**src/rtl/sort_job_sequencer.sv**
```systemverilog
// sort_job_sequencer: loads DEPTH items into sorting_top, pulses the sort, streams the sorted RAM back out.
// Latency: load 1 item/cycle; readout 1 item per RD_LAT+2 cycles; all outputs registered.
// Backpressure: out_data/out_last held while out_valid && !out_ready. Define SORT_TIMEOUT_EN for the sort watchdog.
module sort_job_sequencer #(
  parameter int N           = 8,
  parameter int L           = 4,
  parameter int DEPTH       = 8,
  parameter int RD_LAT      = 1,
  parameter int TIMEOUT_CYC = 1024
) (
  input  logic         clk,
  input  logic         rst,
  input  logic         in_valid,
  output logic         in_ready,
  input  logic [N-1:0] in_data,
  output logic         out_valid,
  input  logic         out_ready,
  output logic [N-1:0] out_data,
  output logic         out_last,
  output logic         busy,
  output logic [15:0]  sort_cycles,
  output logic         err,
  output logic         s_rd,
  output logic         s_wrinit,
  output logic [L-1:0] s_raddr,
  output logic [N-1:0] s_datain,
  output logic         s_start,
  input  logic [N-1:0] s_dataout,
  input  logic         s_done
);

  if (DEPTH < 2 || DEPTH > (1 << L) || RD_LAT < 1 || RD_LAT > 4 ||
      TIMEOUT_CYC < 1 || TIMEOUT_CYC > 65535) begin : g_param_check
    $error("sort_job_sequencer: parameter out of range");
  end

  typedef enum logic [2:0] {IDLE, LOAD, ARM, WAIT_DONE, RD_ISSUE, RD_WAIT, OUT_HOLD} state_t;

  localparam logic [L-1:0] IDX_LAST = L'(DEPTH - 1);
  localparam logic [2:0]   LAT_LAST = 3'(RD_LAT - 1);

  state_t       state, state_nxt;
  logic [L-1:0] idx, idx_nxt;
  logic [2:0]   lat_cnt, lat_cnt_nxt;
  logic         in_ready_nxt, out_valid_nxt, out_last_nxt, busy_nxt;
  logic [N-1:0] out_data_nxt, s_datain_nxt;
  logic [15:0]  sort_cycles_nxt;
  logic         s_rd_nxt, s_wrinit_nxt, s_start_nxt;
  logic [L-1:0] s_raddr_nxt;
  logic         in_hs, out_hs;

  assign in_hs  = in_valid & in_ready;
  assign out_hs = out_valid & out_ready;

`ifdef SORT_TIMEOUT_EN
  localparam logic [15:0] TO_LAST = 16'(TIMEOUT_CYC - 1);
  logic err_nxt;
`else
  assign err = 1'b0;
`endif

  always_comb begin
    state_nxt       = state;
    idx_nxt         = idx;
    lat_cnt_nxt     = lat_cnt;
    in_ready_nxt    = in_ready;
    out_valid_nxt   = out_valid;
    out_data_nxt    = out_data;
    out_last_nxt    = out_last;
    sort_cycles_nxt = sort_cycles;
    s_rd_nxt        = s_rd;
    s_wrinit_nxt    = 1'b0;
    s_raddr_nxt     = s_raddr;
    s_datain_nxt    = s_datain;
    s_start_nxt     = s_start;
`ifdef SORT_TIMEOUT_EN
    err_nxt         = err;
`endif
    case (state)
      IDLE: begin
        in_ready_nxt = 1'b1;
        if (in_hs) begin
          s_wrinit_nxt = 1'b1;
          s_raddr_nxt  = idx;
          s_datain_nxt = in_data;
          idx_nxt      = idx + 1'b1;
          state_nxt    = LOAD;
`ifdef SORT_TIMEOUT_EN
          err_nxt      = 1'b0;
`endif
        end
      end
      LOAD: begin
        if (in_hs) begin
          s_wrinit_nxt = 1'b1;
          s_raddr_nxt  = idx;
          s_datain_nxt = in_data;
          if (idx == IDX_LAST) begin
            in_ready_nxt = 1'b0;
            idx_nxt      = '0;
            state_nxt    = ARM;
          end else begin
            idx_nxt = idx + 1'b1;
          end
        end
      end
      // A done left high by the previous job must clear before a new start.
      ARM: begin
        if (!s_done) begin
          s_start_nxt     = 1'b1;
          sort_cycles_nxt = '0;
          state_nxt       = WAIT_DONE;
        end
      end
      WAIT_DONE: begin
        if (sort_cycles != 16'hFFFF) sort_cycles_nxt = sort_cycles + 16'd1;
        if (s_done) begin
          s_start_nxt = 1'b0;
          state_nxt   = RD_ISSUE;
        end
`ifdef SORT_TIMEOUT_EN
        else if (sort_cycles == TO_LAST) begin
          s_start_nxt  = 1'b0;
          err_nxt      = 1'b1;
          in_ready_nxt = 1'b1;
          idx_nxt      = '0;
          state_nxt    = IDLE;
        end
`endif
      end
      RD_ISSUE: begin
        s_rd_nxt    = 1'b1;
        s_raddr_nxt = idx;
        lat_cnt_nxt = '0;
        state_nxt   = RD_WAIT;
      end
      RD_WAIT: begin
        if (lat_cnt == LAT_LAST) begin
          out_data_nxt  = s_dataout;
          out_valid_nxt = 1'b1;
          out_last_nxt  = (idx == IDX_LAST);
          s_rd_nxt      = 1'b0;
          state_nxt     = OUT_HOLD;
        end else begin
          lat_cnt_nxt = lat_cnt + 3'd1;
        end
      end
      OUT_HOLD: begin
        if (out_hs) begin
          out_valid_nxt = 1'b0;
          out_last_nxt  = 1'b0;
          if (out_last) begin
            idx_nxt      = '0;
            in_ready_nxt = 1'b1;
            state_nxt    = IDLE;
          end else begin
            idx_nxt   = idx + 1'b1;
            state_nxt = RD_ISSUE;
          end
        end
      end
      default: state_nxt = IDLE;
    endcase
    busy_nxt = (state_nxt != IDLE);
  end

  always_ff @(posedge clk) begin
    if (rst) begin
      state       <= IDLE;
      idx         <= '0;
      lat_cnt     <= '0;
      in_ready    <= 1'b0;
      out_valid   <= 1'b0;
      out_data    <= '0;
      out_last    <= 1'b0;
      busy        <= 1'b0;
      sort_cycles <= '0;
      s_rd        <= 1'b0;
      s_wrinit    <= 1'b0;
      s_raddr     <= '0;
      s_datain    <= '0;
      s_start     <= 1'b0;
    end else begin
      state       <= state_nxt;
      idx         <= idx_nxt;
      lat_cnt     <= lat_cnt_nxt;
      in_ready    <= in_ready_nxt;
      out_valid   <= out_valid_nxt;
      out_data    <= out_data_nxt;
      out_last    <= out_last_nxt;
      busy        <= busy_nxt;
      sort_cycles <= sort_cycles_nxt;
      s_rd        <= s_rd_nxt;
      s_wrinit    <= s_wrinit_nxt;
      s_raddr     <= s_raddr_nxt;
      s_datain    <= s_datain_nxt;
      s_start     <= s_start_nxt;
    end
  end

`ifdef SORT_TIMEOUT_EN
  always_ff @(posedge clk) begin
    if (rst) err <= 1'b0;
    else     err <= err_nxt;
  end
`endif

endmodule

```
**config.mk**
```make
export PLATFORM = sky130hd
export DESIGN_NAME = sort_job_sequencer
export DESIGN_NICKNAME = d
export VERILOG_FILES = /design/src/rtl/sort_job_sequencer.sv
export SDC_FILE = /design/constraint.sdc
export NUM_CORES = 1
export LEC_CHECK = 0
export CAP_MARGIN = 40
export CORE_MARGIN = 2
export CORE_UTILIZATION = 40
export DETAILED_ROUTE_END_ITERATION = 10
export PLACE_DENSITY = 0.66
export SKIP_CTS_REPAIR_TIMING = 1
export SYNTH_ARGS = -nofsm -noshare
export SYNTH_HDL_FRONTEND = slang
export SYNTH_SLANG_ARGS = --single-unit
```
**constraint.sdc**
```tcl
create_clock -name clk -period 1.6 [get_ports clk]
set_clock_uncertainty 0.15 [all_clocks]
set_input_delay 0.32 -clock clk [delete_from_list [all_inputs] [get_ports clk]]
set_output_delay 0.32 -clock clk [all_outputs]
set_load 0.03 [all_outputs]
```
==> impl_metrics.json, run 1 <==
{
  "outcome": "finished, violations left",
  "violations": "negative setup slack",
  "swShare": 0.267,
  "netlist_instances": 302,
  "numPortBuffers": 63,
  "coreArea_mm2": 0.00628,
  "cp_max_fo": 7,
  "rsz0062_at_grt": "true",
  "fin_area_mm2": 0.00449,
  "crit_start": "state[2]$_SDFF_PP0_",
  "cp_data_arrival_time_ns": 1.86,
  "fin_crit_sh": 1.10,
  "ys_async_sr_fraction": 0,
  "crit_end": "sort_cycles[11]$_SDFFE_PP0P_",
  "post-place-ws_ns": -0.562,
  "synth_cell_types": 52,
  "seq_power_share": 0.546,
  "syn_area_per_cell_um2": 8.52,
  "path_clk_slew_ns": 0.10,
  "clock_tree.buffer_depth": 2,
  "fillers": 486,
  "crit_type": "reg -> reg",
  "htreeDepth": 2,
  "clockPowerShare": 0.306,
  "grt_pass1_vias": 2610,
  "cts_tree": "done",
  "synth_area_mm2": 0.00257,
  "slew_viol_final": 0,
  "ys.warnings.count": 0,
  "final_cell_mix": "69 x buf_4, 45 x nand2_1, 41 x dlymetal6s2s_1",
  "drtIter0Drc": 81,
  "diodes": 0,
  "place_congestion": 0.787,
  "grt_pass1_wl_um": 11400,
  "final_common_cell": "buf_4",
  "final_cells": 522,
  "rows": 29,
  "p_int_mw": 1.84,
  "ys_seq_elements": 53,
  "wirelength_um": 7830,
  "antenna_found_initial": 0,
  "tns_ns": -1.01,
  "layout_min_cycle_time_ns": 1.75,
  "rrSetupSlack_ns": -0.15,
  "fin_nets": 469,
  "grt.overflow.total": 0,
  "start_kind": "flip-flop",
  "cts_inserted_buffers": 5,
  "timing.rr.end": "sort_cycles[11]$_SDFFE_PP0P_",
  "drive_gt1_frac": 0.380,
  "cp.depth": 5,
  "first_pass_iters": 4,
  "hpwlAfterDp_um": 5130,
  "synth_edf_count": 0,
  "critPathTopFamily": "simple AND/OR/NAND/NOR gates",
  "r2r_start": "state[2]$_SDFF_PP0_",
  "p_leak_nw": 2.48,
  "ant_nets": 0,
  "via_count": 2785,
  "min_path_type": "in -> reg",
  "holdWs_ns": 0.237,
  "seq_area_frac_synth": 0.412,
  "vdd_drop_max_mv": 0.401,
  "route.detailed.drc": 0,
  "crit_path_cell_trace": "and3b_1 > buf_6 > nand4_1 > or4_1 > nand2_1",
  "clock_latency_ns": 0.31,
  "numClockSinks": 53,
  "dieHeight_um": 84.2,
  "post_drt_wl_per_cell_um": 15.0,
  "dominantRegCellSynth": "dfxtp_1",
  "crit_required_ns": 1.71,
  "design.die.area_mm2": 0.00709,
  "setup_viol": 12,
  "vias_per_cell": 5.34,
  "critPathCaptureType": "flip-flop",
  "syn-num-nets": 327,
  "worst_path_largest_cell_delay_ns": 0.54,
  "start_util": 0.410,
  "cts_root_buffer": "clkbuf_8",
  "p_sw_uw": 670,
  "grt_usage": 0.193,
  "reg2reg_depth": 5,
  "finalHoldViolations": 0,
  "areaGrowthSynthToFinish_pct": 74.6,
  "path_buf_inv": 1,
  "final_util": 0.716,
  "cap_violations": 0,
  "dpl.cell_count": 495,
  "pin_count": 65,
  "fin_ws_ns": -0.152,
  "max_freq_ghz": 0.571,
  "dieWidth_um": 84.2,
  "grt_max_degree": 17,
  "critPathSlowestCell": "or4_1",
  "p_comb_frac": 0.148,
  "p_per_area_mw_per_mm2": 557,
  "total_power_mw": 2.50,
  "placed_cell_area_mm2": 0.00381
}
per-layer routing:
layer | track usage | wire, um | vias up | part of all wire
li1 | - | - | 1382 | -
met1 | 0.243 | 3320 | 1314 | 0.42
met2 | 0.339 | 4080 | 78 | 0.52
met3 | 0.0364 | 326 | 11 | 0.042
met4 | 0.0528 | 98 | 0 | 0.013
met5 | 0 | 0 | - | 0
worst min path at each step:
stage	start	cells past startpoint	slack [ns]	end
2_1_floorplan	idx[1]$_SDFFE_PP0P_	2	0.31	idx[1]$_SDFFE_PP0P_
3_3_place_gp	s_datain[2]$_SDFFE_PP0P_	2	0.29	s_datain[2]$_SDFFE_PP0P_
3_5_place_dp	s_datain[2]$_SDFFE_PP0P_	2	0.30	s_datain[2]$_SDFFE_PP0P_
4_1_cts	s_datain[2]$_SDFFE_PP0P_	2	0.31	s_datain[2]$_SDFFE_PP0P_
5_1_grt	s_done	3	0.28	state[2]$_SDFF_PP0_
6_report	s_done	3	0.24	state[2]$_SDFF_PP0_
cells in the mapped netlist (2+ instances only):
cell type,number,share of area
dfxtp_1,53,0.41
nand2_1,46,0.067
a21oi_1,32,0.062
nor2_1,20,0.029
mux2i_1,14,0.054
o21ai_0,13,0.025
nand3_1,12,0.023
clkbuf_1,8,0.012
or3_1,8,0.019
nand4_1,7,0.017
buf_2,6,0.012
or4_1,6,0.017
inv_1,5,0.0073
a2111o_1,4,0.017
a31oi_1,4,0.0097
ha_1,4,0.019
nand3b_1,4,0.012
and3_1,3,0.0073
and3b_1,3,0.010
nor3_1,3,0.0058
o21ai_1,3,0.0058
o31ai_1,3,0.0087
a211oi_1,2,0.0058
a2bb2oi_1,2,0.0068
a31o_2,2,0.0068
and4_1,2,0.0068
buf_4,2,0.0058
buf_6,2,0.0087
nand4_2,2,0.0097
nand4b_1,2,0.0068
nor2b_1,2,0.0049
nor3b_1,2,0.0058
o211ai_1,2,0.0058
final cells by class:
cell class	instances	area (um^2)	share of cell area
Clock buffer	5	68.8	0.0153
Clock inverter	3	17.5	0.00390
Inverter	5	18.8	0.00418
Multi-Input combinational cell	226	1660	0.370
Sequential cell	53	1100	0.244
Tap cell	77	96.3	0.0214
Timing Repair Buffer	153	1530	0.341
power by group through the flow:
stage | sequential, mW | clock, mW | combinational, mW
2_1_floorplan | 1.43 | 0 | 0.121
3_3_place_gp | 1.39 | 0 | 0.330
3_5_place_dp | 1.40 | 0 | 0.333
4_1_cts | 1.36 | 0.769 | 0.334
5_1_grt | 1.37 | 0.837 | 0.399
6_report | 1.37 | 0.766 | 0.371
registers in the layout, summed over array words and instances, names as in the netlist, 3 cells and up:
register     flops
sort_cycles     16
out_data         8
s_datain         8
idx              4
s_raddr          4
lat_cnt          3
state            3
worst reg2reg max path, cell delays in order (launching register included):
cell and delay [ns]:
dfxtp_2 0.35, and3b_1 0.22, buf_6 0.16, nand4_1 0.21, or4_1 0.54, nand2_1 0.07
logic make-up (layout without fill, tap and decap cells):
group,after synthesis,in the layout,synth area share
fa+ha+maj,4,4,0.0194
flops,53,53,0.412
simple gates,133,133,0.289
xor+xnor,1,1,0.00340
compound gates,73,73,0.175
other cells,1,1,0.00146
buf+inv,23,166,0.0452
mux,14,14,0.0544
Note: power is estimated with default switching activity, not from simulation.
==> run 2, diff against run 1 <==
Settings changed: TNS_END_PERCENT from default to 30.
==> impl_metrics.json, run 2 (same netlist as run 1, synthesis figures left out) <==
{
  "rrSetupSlack_ns": -0.13,
  "dieWidth_um": 84.2,
  "cp_data_arrival_time_ns": 1.84,
  "final_common_cell": "buf_4",
  "min_to": "sort_cycles[13]$_SDFFE_PP0P_",
  "pin_count": 65,
  "largest_reg_flops": 16,
  "hpwlAfterDp_um": 4940,
  "reg2reg_depth": 6,
  "start_kind": "flip-flop",
  "max_freq_ghz": 0.578,
  "p_leak_nw": 2.35,
  "grt_pass1_vias": 2502,
  "total_power_mw": 2.54,
  "grt_usage": 0.191,
  "ant_nets": 0,
  "outcome": "finished, violations left",
  "vias_per_cell": 5.26,
  "path_clk_slew_ns": 0.10,
  "vdd_drop_max_mv": 0.541,
  "critPathCaptureType": "flip-flop",
  "min_path_type": "in -> reg",
  "layout_min_cycle_time_ns": 1.73,
  "areaGrowthSynthToFinish_pct": 60.2,
  "worst_path_largest_cell_delay_ns": 0.46,
  "timing.rr.end": "sort_cycles[11]$_SDFFE_PP0P_",
  "crit_required_ns": 1.70,
  "slew_viol_final": 0,
  "crit_path_cell_trace": "ha_4 > and3_4 > nor3b_4 > buf_6 > or4_1 > nand2_1",
  "grt.overflow.total": 0,
  "cp_max_fo": 8,
  "fin_ws_ns": -0.132,
  "start_util": 0.410,
  "crit_type": "reg -> reg",
  "numClockSinks": 53,
  "numPortBuffers": 63,
  "final_cell_mix": "65 x buf_4, 46 x nand2_1, 42 x dlymetal6s2s_1",
  "route.detailed.drc": 0,
  "cts_tree": "done",
  "reg.largest.list": "sort_cycles (16), out_data (8), s_datain (8)",
  "cap_violations": 0,
  "drive_gt1_frac": 0.309,
  "wirelength_um": 6920,
  "tightest_slew_ns": 0.522,
  "clock_latency_ns": 0.31,
  "coreArea_mm2": 0.00628,
  "post_drt_wl_per_cell_um": 13.8,
  "setup_viol": 14,
  "clock_tree.buffer_depth": 2,
  "p_per_area_mw_per_mm2": 617,
  "hold_depth": 3,
  "design.die.area_mm2": 0.00709,
  "top_register": "sort_cycles",
  "first_pass_iters": 4,
  "place_congestion": 0.779,
  "cts_inserted_buffers": 5,
  "grt_max_degree": 23,
  "violations": "negative setup slack",
  "fin_nets": 448,
  "finalHoldViolations": 0,
  "antenna_found_initial": 0,
  "diodes": 0,
  "grt_pass1_wl_um": 11300,
  "via_count": 2633,
  "htreeDepth": 2,
  "dieHeight_um": 84.2,
  "rows": 29,
  "cts_root_buffer": "clkbuf_8",
  "critPathSlowestCell": "or4_1",
  "fin_crit_sh": 1.08,
  "crit_start": "sort_cycles[1]$_SDFFE_PP0P_",
  "rsz0062_at_grt": "true",
  "max_slew_margin": 0.652,
  "r2r_start": "sort_cycles[1]$_SDFFE_PP0P_",
  "tns_ns": -0.472,
  "hp-start": "rst",
  "drtIter0Drc": 72
}
==> run 2: changes by cell type in the layout (fill, tap and decap cells not counted), moves of 2 or more <==
cell	previous run	this run
buf_6	20	6
buf_4	69	65
o21ai_0	7	10
o21ai_2	4	1
or4_1	3	6
or4_4	3	0
clkbuf_16	2	0
clkbuf_8	5	7
ha_1	1	3
nor3_1	1	3
==> run 2: layer usage <==
metal | routed length [um] | track usage | up-vias | share of wire
met3 | 348 | 0.0344 | 9 | 0.050
met1 | 2990 | 0.246 | 1212 | 0.43
met4 | 102 | 0.0440 | 0 | 0.015
li1 | - | - | 1339 | -
met2 | 3480 | 0.334 | 73 | 0.50
met5 | 0 | 0 | - | 0
==> run 2: worst max-delay path by stage <==
stage,endpoint,slack [ns],cells after the start
after floorplan,sort_cycles[2]$_SDFFE_PP0P_,-0.04,6
after global placement,sort_cycles[11]$_SDFFE_PP0P_,-0.49,5
after detailed placement,sort_cycles[14]$_SDFFE_PP0P_,-0.53,5
after CTS,sort_cycles[12],-0.31,2
after global routing,sort_cycles[11]$_SDFFE_PP0P_,-0.17,6
final,sort_cycles[11]$_SDFFE_PP0P_,-0.13,6
==> run 2: per-stage QoR <==
stage / instances / hold slack (ns) / instance area (um^2) / worst slack, ns / utilization
2_1_floorplan: 302 / 0.306 / 2640 / -0.0437 / -
3_3_place_gp: 489 / 0.293 / 3750 / -0.494 / 0.597
3_5_place_dp: 489 / 0.295 / 3750 / -0.527 / 0.597
4_1_cts: 497 / 0.315 / 3850 / -0.313 / 0.614
5_1_grt: 501 / 0.277 / 4120 / -0.172 / 0.657
6_report: 501 / 0.276 / 4120 / -0.132 / 0.657
==> run 2: power by group <==
group	internal, mW	total [mW]	switching, mW
Clock	0.392	0.835	0.443
Combinational	0.171	0.344	0.174
Sequential	1.34	1.36	0.0226
==> run 2: area by class of cell <==
| class | count | area (um^2) |
|---|---|---|
| flip-flops and latches | 53 | 1100 |
| fillers | 518 | 2150 |
| inverters | 5 | 18.8 |
| multi-input cells | 226 | 1520 |
| well taps | 77 | 96.3 |
| clock inverters | 1 | 5.00 |
| clock buffers | 7 | 96.3 |
| repair buffers | 132 | 1290 |
==> run 2: critical path, delay by kind of cell, from the launching register on <==
family	cells	cell delay (ns)
fa+ha+maj	1	0.15
simple gates	4	0.86
flops	1	0.36
buf+inv	1	0.14
